[config.mk]
export PLATFORM = sky130hd
export DESIGN_NAME = cache_arbiter
export DESIGN_NICKNAME = d
export VERILOG_FILES = /design/src/rtl/cache_arbiter.sv
export SDC_FILE = /design/constraint.sdc
export NUM_CORES = 1
export LEC_CHECK = 0
export BUFFER_PORTS_ARGS = -buffer_cell sky130_fd_sc_hd__buf_2
export CAP_MARGIN = 20
export CORE_AREA = 2 2 278 280
export DETAILED_ROUTE_END_ITERATION = 8
export DIE_AREA = 0 0 280 282
export GPL_TIMING_DRIVEN = 0
export PLACE_DENSITY = 0.45
export SYNTH_ARGS = -nofsm -noshare
export SYNTH_HDL_FRONTEND = slang
export SYNTH_SLANG_ARGS = --single-unit
[constraint.sdc]
create_clock -name clk -period 2.4 [get_ports clk]
set_clock_uncertainty 0.2 [all_clocks]
set_input_delay 0.48 -clock clk [delete_from_list [all_inputs] [get_ports clk]]
set_output_delay 0.48 -clock clk [all_outputs]
set_load 0.005 [all_outputs]
[src/rtl/cache_arbiter.sv]
// Two-port arbiter sharing one memory request channel between an I-cache and a D-cache,
// with a bounded-starvation policy that favours D until I has waited STARVE_MAX grants.
module cache_arbiter #(
    parameter int ADDR_W     = 16,
    parameter int LINE_W     = 128,
    parameter int STARVE_MAX = 4,
    localparam int CNT_W     = $clog2(STARVE_MAX + 1)
) (
    input  logic              clk,
    input  logic              rst_n,
    input  logic              i_read,
    input  logic [ADDR_W-1:0] i_addr,
    output logic              i_resp,
    output logic [LINE_W-1:0] i_rdata,
    input  logic              d_read,
    input  logic              d_write,
    input  logic [ADDR_W-1:0] d_addr,
    input  logic [LINE_W-1:0] d_wdata,
    output logic              d_resp,
    output logic [LINE_W-1:0] d_rdata,
    output logic              mem_read,
    output logic              mem_write,
    output logic [ADDR_W-1:0] mem_addr,
    output logic [LINE_W-1:0] mem_wdata,
    input  logic              mem_resp,
    input  logic [LINE_W-1:0] mem_rdata,
    output logic              arb_busy,
    output logic [2:0]        dbg_state,
    output logic [CNT_W-1:0]  dbg_starve_cnt
);

    typedef enum logic [2:0] {
        IDLE   = 3'd0,
        I_BUSY = 3'd1,
        D_BUSY = 3'd2,
        I_DONE = 3'd3,
        D_DONE = 3'd4
    } state_t;

    state_t           state;
    logic [CNT_W-1:0] starve_cnt;
    logic             d_req;
    logic             d_wins;

    // Handshake: requests are level-sensitive and only sampled in IDLE; the memory op is
    // held stable until mem_resp, and completion is a single-cycle x_resp pulse in X_DONE.
    assign d_req  = d_read | d_write;
    assign d_wins = d_req && (!i_read || (starve_cnt < CNT_W'(STARVE_MAX)));

    assign dbg_state      = state;
    assign dbg_starve_cnt = starve_cnt;

    always_ff @(posedge clk or negedge rst_n) begin
        if (!rst_n) begin
            state      <= IDLE;
            starve_cnt <= '0;
            i_resp     <= 1'b0;
            i_rdata    <= '0;
            d_resp     <= 1'b0;
            d_rdata    <= '0;
            mem_read   <= 1'b0;
            mem_write  <= 1'b0;
            mem_addr   <= '0;
            mem_wdata  <= '0;
            arb_busy   <= 1'b0;
        end else begin
            case (state)
                IDLE: begin
                    if (d_wins) begin
                        state    <= D_BUSY;
                        arb_busy <= 1'b1;
                        mem_addr <= d_addr;
                        // A simultaneous read+write request is treated as a writeback.
                        if (d_write) begin
                            mem_write <= 1'b1;
                            mem_wdata <= d_wdata;
                        end else begin
                            mem_read <= 1'b1;
                        end
                        if (!i_read) begin
                            starve_cnt <= '0;
                        end else if (starve_cnt < CNT_W'(STARVE_MAX)) begin
                            starve_cnt <= starve_cnt + 1'b1;
                        end
                    end else if (i_read) begin
                        state      <= I_BUSY;
                        arb_busy   <= 1'b1;
                        mem_addr   <= i_addr;
                        mem_read   <= 1'b1;
                        starve_cnt <= '0;
                    end
                end
                I_BUSY: begin
                    if (mem_resp) begin
                        state    <= I_DONE;
                        i_rdata  <= mem_rdata;
                        i_resp   <= 1'b1;
                        mem_read <= 1'b0;
                    end
                end
                D_BUSY: begin
                    if (mem_resp) begin
                        state <= D_DONE;
                        if (mem_read) begin
                            d_rdata <= mem_rdata;
                        end
                        d_resp    <= 1'b1;
                        mem_read  <= 1'b0;
                        mem_write <= 1'b0;
                    end
                end
                I_DONE: begin
                    state    <= IDLE;
                    i_resp   <= 1'b0;
                    arb_busy <= 1'b0;
                end
                D_DONE: begin
                    state    <= IDLE;
                    d_resp   <= 1'b0;
                    arb_busy <= 1'b0;
                end
                default: begin
                    state    <= IDLE;
                    arb_busy <= 1'b0;
                end
            endcase
        end
    end

endmodule

==> results.json <==
{
  "crit_end_category": "flop",
  "final.setup.tns_ns": 0,
  "detailedPlacementHpwl_um": 39100,
  "crit_path_start_kind": "flop",
  "cellLeakagePower_uw": 0.0127,
  "number_of_global_route_vias_before_repair": 12787,
  "ys_seq_elements": 411,
  "synth_nets": 1209,
  "final_period_minus_worst_setup_slack_ns": 2.24,
  "die_w_um": 280,
  "max_cap_violations": 0,
  "status": "complete, no violations",
  "track_usage": 0.127,
  "timing.max_slew.rel_slack": 0.515,
  "post-place-cells": 2599,
  "netlist_area_sq_mm": 0.0167,
  "adder_cell_fraction_of_synth_area": 0.000750,
  "effective_utilization_at_floorplan": 0.220,
  "muxShareOfSynthArea": 0.331,
  "setup-violations-final": 0,
  "floorplan.rows": 101,
  "synth_compound_area_frac": 0.00840,
  "layout_cell_share_with_drive_strength_beyond_1": 0.569,
  "powerDensity_mw_per_mm2": 1220,
  "synth.area.top_cells": "sky130_fd_sc_hd__dfrtp_1 62%, sky130_fd_sc_hd__mux2_4 20%, sky130_fd_sc_hd__mux2_1 9.8%, sky130_fd_sc_hd__mux2_2 3.5%, sky130_fd_sc_hd__buf_6 1.9%",
  "syn2layout_area_growth_pct": 54.7,
  "die_y_um": 282,
  "report.final.slew_viol_count": 0,
  "yosys.cell_count.top_type": "sky130_fd_sc_hd__dfrtp_1",
  "gpl.final_weighted_congestion": 0.755,
  "floorplan.io_pins": 705,
  "fin_crit_sh": 0.932,
  "wl_per_cell_um": 17.9,
  "whs_ns": 0.0615,
  "grt_start_max_net_pins": 113,
  "synthSimpleGateAreaFrac": 0.00727,
  "timing.critical_path.arrival_ns": 2.49,
  "dpl_worst_slack_ns": -0.196,
  "timing_hold_violations_final": 0,
  "fp.dieArea_sq_mm": 0.0790,
  "antenna-diode-count": 0,
  "syn_avg_cell_area_sq_um": 18.3,
  "dr.pass1.iters": 4,
  "most_area_hungry_cell_type_in_the_yosys_netlist": "sky130_fd_sc_hd__dfrtp_1",
  "grt_antenna_before_repair": 0,
  "synth_top_family_by_area": "multiplexers",
  "clkSinkCount": 411,
  "synthCells": 914,
  "grt_pass1_wl_um": 77600,
  "placement.io_buffers": 704,
  "post_synth_xor_area_fraction": 0,
  "final_nets": 2223,
  "clkTransAtPathRegs_ns": 0.06,
  "final_critical_path_setup_slack_ns": 0.162,
  "hold_path_class": "primary input to flop",
  "drt-vias-per-instance": 3.92,
  "synth_enable_flop_cells": 0,
  "ctsRootBufferMaster": "sky130_fd_sc_hd__clkbuf_16",
  "timing.critical_path.fanout_max": 10,
  "cp.required_ns": 2.65,
  "synth_top_area_share": 0.616,
  "cts.path.max_buffers": 3,
  "drc": 0,
  "grt_remaining_overflow": 0,
  "vias": 11541,
  "synth_async_sr_flop_share": 1.00,
  "wl_um": 52900,
  "drt_iter0_markers": 311,
  "fin_cells": 2946,
  "synthFlopType": "sky130_fd_sc_hd__dfrtp_1",
  "timing_limited_maximum_frequency_ghz": 0.447,
  "worst_margin_pin_slew_ns": 0.728,
  "worst-setup-path-type": "flop to flop",
  "drtAntennaViolNets": 0,
  "grt_setup_unrepaired": "no",
  "synth_cell_type_count": 35,
  "cts.repair_timing.setup_buffer_count": 0,
  "worst_skew_pair.late_latency_ns": 0.57,
  "fillerInstances": 7439,
  "synth-seq-area-share": 0.616,
  "synth.top_cells.by_count": "411 x sky130_fd_sc_hd__dfrtp_1, 220 x sky130_fd_sc_hd__mux2_4, 145 x sky130_fd_sc_hd__mux2_1, 52 x sky130_fd_sc_hd__mux2_2, 28 x sky130_fd_sc_hd__buf_6",
  "cts_buffers": 48,
  "tritoncts_clock_tree": "done",
  "cts_htree_levels": 2,
  "synth-warning-count": 0,
  "largest_vdd_supply_drop_v": 0.000630,
  "core_sq_mm": 0.0757
}
-- timing repair --
item / CTS / global route
hold buffers: 257 / 0
setup endpoints to repair: 109 / 198
hold endpoints to repair: 475 / 0
resized for setup: 2 / 2
-- flip-flops by register name (all words and copies together), names as in the netlist, 3 cells and up --
signal          count
d_rdata           128
mem_addr           16
dbg_starve_cnt      3
i_rdata           128
dbg_state           3
mem_wdata         128
-- kinds of logic (layout without fill, tap and decap cells) --
group           after synthesis  in the layout
flops                       411            411
buf+inv                      51           1105
simple gates                 16             16
compound gates               18             18
fa+ha+maj                     1              1
mux                         417            417
-- worst max-delay path, cell delays in order (launching register included) --
cell	delay [ns]
sky130_fd_sc_hd__dfrtp_1	0.39
sky130_fd_sc_hd__buf_2	0.19
sky130_fd_sc_hd__nor3_4	0.24
sky130_fd_sc_hd__and2_4	0.26
sky130_fd_sc_hd__buf_4	0.27
sky130_fd_sc_hd__buf_6	0.22
sky130_fd_sc_hd__mux2_1	0.35
-- worst paths after layout --
check,to,depth (start not counted),slack (ns),startpoint
max in group asynchronous,mem_addr[5],4,0.26,rst_n
hold / removal,mem_addr[14],3,0.06,i_addr[14]
setup / recovery,mem_wdata[39],6,0.16,dbg_state[2]
min in group asynchronous,d_rdata[68],2,0.24,rst_n
hold reg to reg,mem_wdata[60],1,0.28,mem_wdata[60]
setup reg to reg,mem_wdata[39],6,0.16,dbg_state[2]
-- layout by cell type, fill, tap and decap left out, drive strengths merged, types with 2 or more instances in the layout --
master       synthesis  layout
a31oi                2       2
and4bb               2       2
mux2               417     417
clkinvlp             0       2
o21ai                3       3
nor2                 3       3
buf                 48     755
dfrtp              411     411
inv                  3       6
clkinv               0      17
clkbuf               0      61
nand2b               2       2
a221oi               2       2
a22o                 2       2
nand2                3       3
dlygate4sd3          0     257
bufinv               0       7
-- layer usage --
metal | vias to the layer above | track usage | share of wire
li1 | 5290 | - | -
met1 | 5734 | 0.140 | 0.38
met2 | 430 | 0.232 | 0.52
met3 | 87 | 0.0391 | 0.074
met4 | 0 | 0.0421 | 0.029
met5 | - | 0 | 0
-- area by class of cell --
class | count | area (sq um) | area share
flip-flops and latches | 411 | 10300 | 0.398
well taps | 978 | 1220 | 0.0474
repair buffers | 964 | 6190 | 0.240
inverters | 3 | 11.3 | 0.000436
clock inverters | 29 | 363 | 0.0141
multi-input cells | 452 | 5800 | 0.225
clock buffers | 61 | 1340 | 0.0520
plain buffers | 48 | 593 | 0.0230
-- power breakdown --
part / switching, uW / internal [uW]
clock: 3100 / 4740
sequential: 1860 / 10400
combinational: 4570 / 6900
total: 9520 / 22100
-- stage by stage --
stage          utilization  cell area [sq um]  total power (uW)
2_1_floorplan            -              16700             17900
3_3_place_gp         0.283              21400             23500
3_5_place_dp         0.284              21500             23700
4_1_cts              0.341              25800             32200
5_1_grt              0.341              25800             33500
6_report             0.341              25800             31600
(Power assumes the default switching activity.)
